<file path="src/rtl/uart_rx_ctrl.sv">
// UART receive controller: 16x oversampling tick generator, two-flop line
// synchroniser, start/data/parity/stop sequencer, small receive FIFO drained
// over valid/ready, and sticky parity/framing/overrun status flags.
module uart_rx_ctrl #(
    parameter int FIFO_DEPTH = 4,
    parameter int DIV_W      = 16
) (
    input  logic                          clk,
    input  logic                          reset,
    input  logic                          en,
    input  logic [DIV_W-1:0]              baud_div,
    input  logic                          d_in,
    output logic [7:0]                    rx_data,
    output logic                          rx_valid,
    input  logic                          rx_ready,
    output logic [$clog2(FIFO_DEPTH):0]   fifo_count,
    output logic                          busy,
    output logic                          parity_err,
    output logic                          frame_err,
    output logic                          overrun,
    input  logic                          err_clr
);

    localparam int PTR_W = $clog2(FIFO_DEPTH);
    localparam int CNT_W = PTR_W + 1;

    typedef enum logic [2:0] {
        IDLE   = 3'd0,
        START  = 3'd1,
        DATA   = 3'd2,
        PARITY = 3'd3,
        STOP   = 3'd4
    } state_t;

    // ------------------------------------------------------------------
    // Oversample tick generator
    // ------------------------------------------------------------------
    logic [DIV_W-1:0] tick_cnt_reg;
    logic             tick;

    // Compare with >= so a baud_div shrunk below the running count wraps at
    // the next compare instead of running off to the top of the counter.
    assign tick = en && (tick_cnt_reg >= baud_div);

    // Tick counter: held at zero while disabled, wraps on every tick.
    always_ff @(posedge clk) begin
        if (!reset) begin
            tick_cnt_reg <= '0;
        end else if (!en || tick) begin
            tick_cnt_reg <= '0;
        end else begin
            tick_cnt_reg <= tick_cnt_reg + DIV_W'(1);
        end
    end

    // ------------------------------------------------------------------
    // Line synchroniser
    // ------------------------------------------------------------------
    logic sync1_reg;
    logic sync2_reg;
    logic s_in;

    assign s_in = sync2_reg;

    // Two-flop synchroniser; resets to the idle (high) line level.
    always_ff @(posedge clk) begin
        if (!reset) begin
            sync1_reg <= 1'b1;
            sync2_reg <= 1'b1;
        end else begin
            sync1_reg <= d_in;
            sync2_reg <= sync1_reg;
        end
    end

    // ------------------------------------------------------------------
    // Frame sequencer
    // ------------------------------------------------------------------
    state_t     state_reg,   state_next;
    logic [3:0] s_cnt_reg,   s_cnt_next;
    logic [2:0] bit_cnt_reg, bit_cnt_next;
    logic [7:0] shift_reg,   shift_next;
    logic       par_bad_reg, par_bad_next;
    logic       armed_reg,   armed_next;
    logic       push_set;
    logic       perr_set;
    logic       ferr_set;

    // Sequencer state registers.
    always_ff @(posedge clk) begin
        if (!reset) begin
            state_reg   <= IDLE;
            s_cnt_reg   <= '0;
            bit_cnt_reg <= '0;
            shift_reg   <= '0;
            par_bad_reg <= 1'b0;
            armed_reg   <= 1'b0;
        end else begin
            state_reg   <= state_next;
            s_cnt_reg   <= s_cnt_next;
            bit_cnt_reg <= bit_cnt_next;
            shift_reg   <= shift_next;
            par_bad_reg <= par_bad_next;
            armed_reg   <= armed_next;
        end
    end

    // Next-state logic: everything advances only on an oversample tick.
    always_comb begin
        state_next   = state_reg;
        s_cnt_next   = s_cnt_reg;
        bit_cnt_next = bit_cnt_reg;
        shift_next   = shift_reg;
        par_bad_next = par_bad_reg;
        armed_next   = armed_reg;
        push_set     = 1'b0;
        perr_set     = 1'b0;
        ferr_set     = 1'b0;

        if (!en) begin
            // Disabling drops any partial frame and requires a fresh idle
            // level before the next start bit is accepted.
            state_next = IDLE;
            s_cnt_next = '0;
            armed_next = 1'b0;
        end else if (tick) begin
            case (state_reg)
                IDLE: begin
                    if (s_in) begin
                        armed_next = 1'b1;
                    end else if (armed_reg) begin
                        state_next = START;
                        s_cnt_next = '0;
                    end
                end
                START: begin
                    // Mid start bit: a high line here was only a glitch.
                    if (s_cnt_reg == 4'd7) begin
                        if (s_in) begin
                            state_next = IDLE;
                        end else begin
                            state_next   = DATA;
                            s_cnt_next   = '0;
                            bit_cnt_next = '0;
                        end
                    end else begin
                        s_cnt_next = s_cnt_reg + 4'd1;
                    end
                end
                DATA: begin
                    s_cnt_next = s_cnt_reg + 4'd1;
                    if (s_cnt_reg == 4'd15) begin
                        shift_next   = {s_in, shift_reg[7:1]};
                        bit_cnt_next = bit_cnt_reg + 3'd1;
                        if (bit_cnt_reg == 3'd7) begin
                            state_next = PARITY;
                        end
                    end
                end
                PARITY: begin
                    s_cnt_next = s_cnt_reg + 4'd1;
                    if (s_cnt_reg == 4'd15) begin
                        par_bad_next = (^shift_reg) ^ s_in;
                        state_next   = STOP;
                    end
                end
                STOP: begin
                    s_cnt_next = s_cnt_reg + 4'd1;
                    if (s_cnt_reg == 4'd15) begin
                        if (!s_in) begin
                            // Low stop bit: framing error, and stay disarmed
                            // so a held break does not spawn new frames.
                            ferr_set   = 1'b1;
                            armed_next = 1'b0;
                        end else if (par_bad_reg) begin
                            perr_set = 1'b1;
                        end else begin
                            push_set = 1'b1;
                        end
                        state_next = IDLE;
                    end
                end
                default: begin
                    state_next = IDLE;
                end
            endcase
        end
    end

    assign busy = (state_reg != IDLE);

    // ------------------------------------------------------------------
    // Push register
    // ------------------------------------------------------------------
    logic       push_reg;
    logic [7:0] push_data_reg;

    // Validated bytes enter the FIFO one clock after the stop sample.
    always_ff @(posedge clk) begin
        if (!reset) begin
            push_reg      <= 1'b0;
            push_data_reg <= '0;
        end else begin
            push_reg <= push_set;
            if (push_set) begin
                push_data_reg <= shift_reg;
            end
        end
    end

    // ------------------------------------------------------------------
    // Receive FIFO
    // ------------------------------------------------------------------
    logic [7:0]       mem [FIFO_DEPTH];
    logic [PTR_W-1:0] wr_ptr_reg, wr_ptr_next;
    logic [PTR_W-1:0] rd_ptr_reg, rd_ptr_next;
    logic [CNT_W-1:0] count_reg,  count_next;
    logic             rx_valid_reg;
    logic [7:0]       rx_data_reg, head_next;
    logic             full;
    logic             pop;
    logic             wr_en;
    logic             ovr_set;

    assign full    = (count_reg == CNT_W'(FIFO_DEPTH));
    assign pop     = rx_valid_reg && rx_ready;
    // A pop in the same cycle frees the slot, so a full FIFO still accepts.
    assign wr_en   = push_reg && (!full || pop);
    assign ovr_set = push_reg && full && !pop;

    // Pointer/count bookkeeping and the next head byte (with write bypass
    // for the case where the incoming byte becomes the new head).
    always_comb begin
        wr_ptr_next = wr_ptr_reg;
        rd_ptr_next = rd_ptr_reg;
        count_next  = count_reg;
        if (wr_en) begin
            wr_ptr_next = wr_ptr_reg + PTR_W'(1);
        end
        if (pop) begin
            rd_ptr_next = rd_ptr_reg + PTR_W'(1);
        end
        case ({wr_en, pop})
            2'b10:   count_next = count_reg + CNT_W'(1);
            2'b01:   count_next = count_reg - CNT_W'(1);
            default: count_next = count_reg;
        endcase
        if (wr_en && (wr_ptr_reg == rd_ptr_next)) begin
            head_next = push_data_reg;
        end else begin
            head_next = mem[rd_ptr_next];
        end
    end

    // FIFO storage array; contents need no reset since the pointers do.
    always_ff @(posedge clk) begin
        if (wr_en) begin
            mem[wr_ptr_reg] <= push_data_reg;
        end
    end

    // FIFO control registers and registered head/valid outputs.
    always_ff @(posedge clk) begin
        if (!reset) begin
            wr_ptr_reg   <= '0;
            rd_ptr_reg   <= '0;
            count_reg    <= '0;
            rx_valid_reg <= 1'b0;
            rx_data_reg  <= '0;
        end else begin
            wr_ptr_reg   <= wr_ptr_next;
            rd_ptr_reg   <= rd_ptr_next;
            count_reg    <= count_next;
            rx_valid_reg <= (count_next != '0);
            rx_data_reg  <= head_next;
        end
    end

    assign rx_data    = rx_data_reg;
    assign rx_valid   = rx_valid_reg;
    assign fifo_count = count_reg;

    // ------------------------------------------------------------------
    // Sticky status flags
    // ------------------------------------------------------------------
    logic parity_err_reg;
    logic frame_err_reg;
    logic overrun_reg;

    // Sticky flags: a set event in the same cycle as err_clr wins.
    always_ff @(posedge clk) begin
        if (!reset) begin
            parity_err_reg <= 1'b0;
            frame_err_reg  <= 1'b0;
            overrun_reg    <= 1'b0;
        end else begin
            parity_err_reg <= perr_set || (parity_err_reg && !err_clr);
            frame_err_reg  <= ferr_set || (frame_err_reg  && !err_clr);
            overrun_reg    <= ovr_set  || (overrun_reg    && !err_clr);
        end
    end

    assign parity_err = parity_err_reg;
    assign frame_err  = frame_err_reg;
    assign overrun    = overrun_reg;

endmodule

</file>
<file path="config.mk">
export PLATFORM = sky130hd
export DESIGN_NAME = uart_rx_ctrl
export DESIGN_NICKNAME = d
export VERILOG_FILES = /design/src/rtl/uart_rx_ctrl.sv
export SDC_FILE = /design/constraint.sdc
export NUM_CORES = 1
export LEC_CHECK = 0
export BUFFER_PORTS_ARGS = -buffer_cell sky130_fd_sc_hd__buf_2
export CORE_MARGIN = 2
export CORE_UTILIZATION = 53
export DETAILED_ROUTE_END_ITERATION = 12
export PLACE_DENSITY_LB_ADDON = 0.3
export SKIP_LAST_GASP = 1
export SLEW_MARGIN = 25
export SYNTH_ARGS = -nofsm -noshare
export SYNTH_HDL_FRONTEND = slang
export SYNTH_SLANG_ARGS = --single-unit
export TNS_END_PERCENT = 30
</file>
<file path="constraint.sdc">
create_clock -name clk -period 3.7 [get_ports clk]
set_input_delay 0.37 -clock clk [delete_from_list [all_inputs] [get_ports clk]]
set_output_delay 0.37 -clock clk [all_outputs]
set_load 0.02 [all_outputs]
</file>
==> flow_metrics.py <==
metrics = {
    "run_status": {
        "run_status": "completed",
    },
    "finish": {
        "num-fill-cells": 721,
        "final_layout_size_suffix_gt1_share_pct": 16.0,
        "largest_register_ff_count": 32,
        "syn2layout_area_growth_pct": 9.80,
        "fin_nets": 519,
        "diodes": 0,
    },
    "clocking": {
        "h-tree-depth": 3,
        "cts.hold.buffers_added": 0,
        "clk_pin_slew_ns": 0.11,
        "cts_root_buffer": "sky130_fd_sc_hd__clkbuf_8",
        "cts_max_path_buffers": 2,
        "clock_tree_from_tritoncts": "yes",
        "clk_latency_ns": 0.37,
        "clock_sinks": 98,
        "post_cts_resize_count": 0,
        "postCtsSetupRepairBufs": 0,
        "cts_buffers": 9,
    },
    "flow_run": {
        "max-cap-violations": 0,
    },
    "synthesis": {
        "synth_async_sr_flop_share_pct": 0,
        "synth_nets": 485,
        "ys_dominant_reg_cell": "sky130_fd_sc_hd__dfxtp_1",
        "synthesis.area_per_instance_um2": 10.7,
        "post-synth-top-area-fraction_pct": 28.4,
        "synth.top_cells.by_area": "sky130_fd_sc_hd__dfxtp_1, sky130_fd_sc_hd__edfxtp_1, sky130_fd_sc_hd__ha_1",
        "synth.distinct_cells": 60,
        "synth_area_leader_cell": "sky130_fd_sc_hd__dfxtp_1",
        "ys_seq_area_share_pct": 49.0,
        "most_frequent_cell_after_synthesis": "sky130_fd_sc_hd__dfxtp_1",
        "synth_commonest_cells": "sky130_fd_sc_hd__dfxtp_1, sky130_fd_sc_hd__nor2_1, sky130_fd_sc_hd__nand2_1",
        "synth_cells": 437,
        "synth_enable_flop_cells": 32,
        "synth.ff_latch_count": 98,
        "syn_area_mm2": 0.00466,
        "synth_warnings": 0,
    },
    "timing": {
        "finalHoldWorstSlack_ns": 0.176,
        "grt_setup_unrepaired": "no",
        "max_freq_mhz": 349,
        "period_minus_slack_ns": 2.87,
        "hold_viol_final": 0,
        "timing.clock.skew_ns": 0.0123,
        "final_max_slew_viol_count": 0,
        "max_slew_margin_pct": 46.0,
        "timing.setup.tns_ns": 0,
        "finalSetupViolations": 0,
        "max_slew.worst_pin.slew_ns": 0.806,
        "layout_worst_path_cycle_share_pct": 77.5,
    },
    "power_and_ir_drop": {
        "largest_voltage_drop_on_the_vdd_net_uv": 191,
        "power_density_mw_per_mm2": 361,
        "design_power_total_mw": 1.85,
        "p_leak_nw": 2.15,
    },
    "floorplanning": {
        "die_h_um": 97.8,
        "pin_count": 38,
        "die-area_mm2": 0.00956,
        "coreArea_mm2": 0.00864,
        "core.rowCount": 34,
        "chip_width_um": 97.8,
        "initial_utilization_pct": 54.0,
    },
    "global_route": {
        "grt_start_max_net_pins": 31,
        "grt_pass1_vias": 3095,
        "wire_length_of_the_first_global_routing_pass_um": 14300,
        "antenna_violations_before_repair": 0,
        "grt_overflow": 0,
        "grt_usage_pct": 18.4,
    },
    "setup_path": {
        "worstSetupPathType": "register to register",
        "crit_fanout": 15,
        "cp_data_arrival_time_ns": 3.18,
        "critical_path_buf_inv_count": 1,
        "critical_path.max_stage_delay_ns": 0.68,
        "crit_path_cells": "inv_1, ha_1, nand2b_1, a2111oi_0, nor4b_2, nor3b_2, nand2_2, nor2_1",
        "kind_of_end_point_of_the_critical_path": "register",
        "critPathRequiredTime_ns": 4.01,
        "critical-path-slowest-cell": "sky130_fd_sc_hd__nor3b_2",
        "crit_family": "simple AND/OR/NAND/NOR gates",
        "cp-start-kind": "register",
    },
    "route": {
        "viasPerCell": 5.46,
        "drt-initial-drc-count": 136,
        "route.vias.total": 3187,
        "detail-route-antenna-nets": 0,
        "drt_drc_violations_left": 0,
        "drt_first_pass_iters": 4,
        "wl_um": 8420,
        "wire_length_per_cell_um": 14.4,
    },
    "placement": {
        "number_of_port_buffers": 37,
        "routability_congestion_estimate": 0.825,
        "place_hpwl_um": 5900,
    },
    "worst_hold_path": {
        "worst_hold_path_type": "input pin to register",
    },
}
==> path summary, 6_finish.rpt <==
check             startpoint                to  slack, ns  depth (start not counted)
max          tick_cnt_reg[0]  tick_cnt_reg[14]       0.83                          8
min                     d_in         sync1_reg       0.18                          2
max reg2reg  tick_cnt_reg[0]  tick_cnt_reg[14]       0.83                          8
min reg2reg        sync1_reg              s_in       0.43                          1
==> cell usage in the layout, fill, tap and decap left out, types with 2 or more instances in the layout <==
| cell type | count |
|---|---|
| sky130_fd_sc_hd__a21oi_1 | 16 |
| sky130_fd_sc_hd__and2_1 | 5 |
| sky130_fd_sc_hd__nand3b_1 | 3 |
| sky130_fd_sc_hd__a31oi_1 | 3 |
| sky130_fd_sc_hd__nor3_1 | 3 |
| sky130_fd_sc_hd__inv_1 | 25 |
| sky130_fd_sc_hd__a41o_1 | 2 |
| sky130_fd_sc_hd__nand2b_1 | 6 |
| sky130_fd_sc_hd__xnor2_1 | 18 |
| sky130_fd_sc_hd__edfxtp_1 | 32 |
| sky130_fd_sc_hd__nand3_1 | 10 |
| sky130_fd_sc_hd__buf_2 | 37 |
| sky130_fd_sc_hd__nand2_2 | 2 |
| sky130_fd_sc_hd__mux4_2 | 8 |
| sky130_fd_sc_hd__mux2i_1 | 25 |
| sky130_fd_sc_hd__clkbuf_8 | 9 |
| sky130_fd_sc_hd__clkinv_8 | 2 |
| sky130_fd_sc_hd__ha_1 | 25 |
| sky130_fd_sc_hd__inv_6 | 3 |
| sky130_fd_sc_hd__and3_1 | 6 |
| sky130_fd_sc_hd__nor3b_1 | 2 |
| sky130_fd_sc_hd__nor2_1 | 48 |
| sky130_fd_sc_hd__o21ai_1 | 4 |
| sky130_fd_sc_hd__o21ai_0 | 6 |
| sky130_fd_sc_hd__o22ai_1 | 3 |
| sky130_fd_sc_hd__xor2_1 | 11 |
| sky130_fd_sc_hd__dfxtp_1 | 66 |
| sky130_fd_sc_hd__nor4_1 | 5 |
| sky130_fd_sc_hd__or3_1 | 4 |
| sky130_fd_sc_hd__nor2b_1 | 4 |
| sky130_fd_sc_hd__nand4_1 | 8 |
| sky130_fd_sc_hd__nand4b_1 | 2 |
| sky130_fd_sc_hd__nand2_1 | 43 |
==> where the power goes <==
group | internal, mW | switching [mW]
sequential | 1.10 | 0.00306
clock | 0.269 | 0.421
combinational | 0.0193 | 0.0303
total | 1.39 | 0.454
==> through the flow <==
stage	area, µm²	cells	setup WS [ns]	utilization [%]
2_1_floorplan	4660	437	1.42	-
3_3_place_gp	4910	568	0.955	56.9
3_5_place_dp	4910	568	0.823	56.9
4_1_cts	5120	584	0.831	59.2
5_1_grt	5120	584	0.601	59.2
6_report	5120	584	0.831	59.2
==> final cells by class <==
class | instances | area [µm²] | area share [%]
Sequential cell | 98 | 2280 | 44.6
Clock inverter | 7 | 78.8 | 1.54
Tap cell | 108 | 135 | 2.64
Clock buffer | 9 | 124 | 2.42
Timing Repair Buffer | 38 | 193 | 3.77
Inverter | 25 | 93.8 | 1.83
Multi-Input combinational cell | 299 | 2210 | 43.2
==> cell families (layout without fill, tap and decap cells) <==
kind of cell               count (synthesis)  in the layout  share of synthesized area, %
buffers and inverters                     40             79                          3.60
AOI/OAI and AO/OA                         47             47                          6.47
muxes                                     33             33                          9.24
DFF                                       98             98                          49.0
and+or+nand+nor                          163            163                          18.8
xor gates and xnor gates                  30             30                          5.80
adders and majority gates                 26             26                          7.14
==> routing by layer <==
layer	GRT usage (%)	part of all wire (%)	wire length [µm]	vias up
li1	-	-	-	1611
met1	22.4	45	3770	1505
met2	31.7	50	4170	53
met3	4.65	3.6	299	18
met4	7.26	2.1	174	0
met5	0	0	0	-
Power figures use the tool's default switching activity.
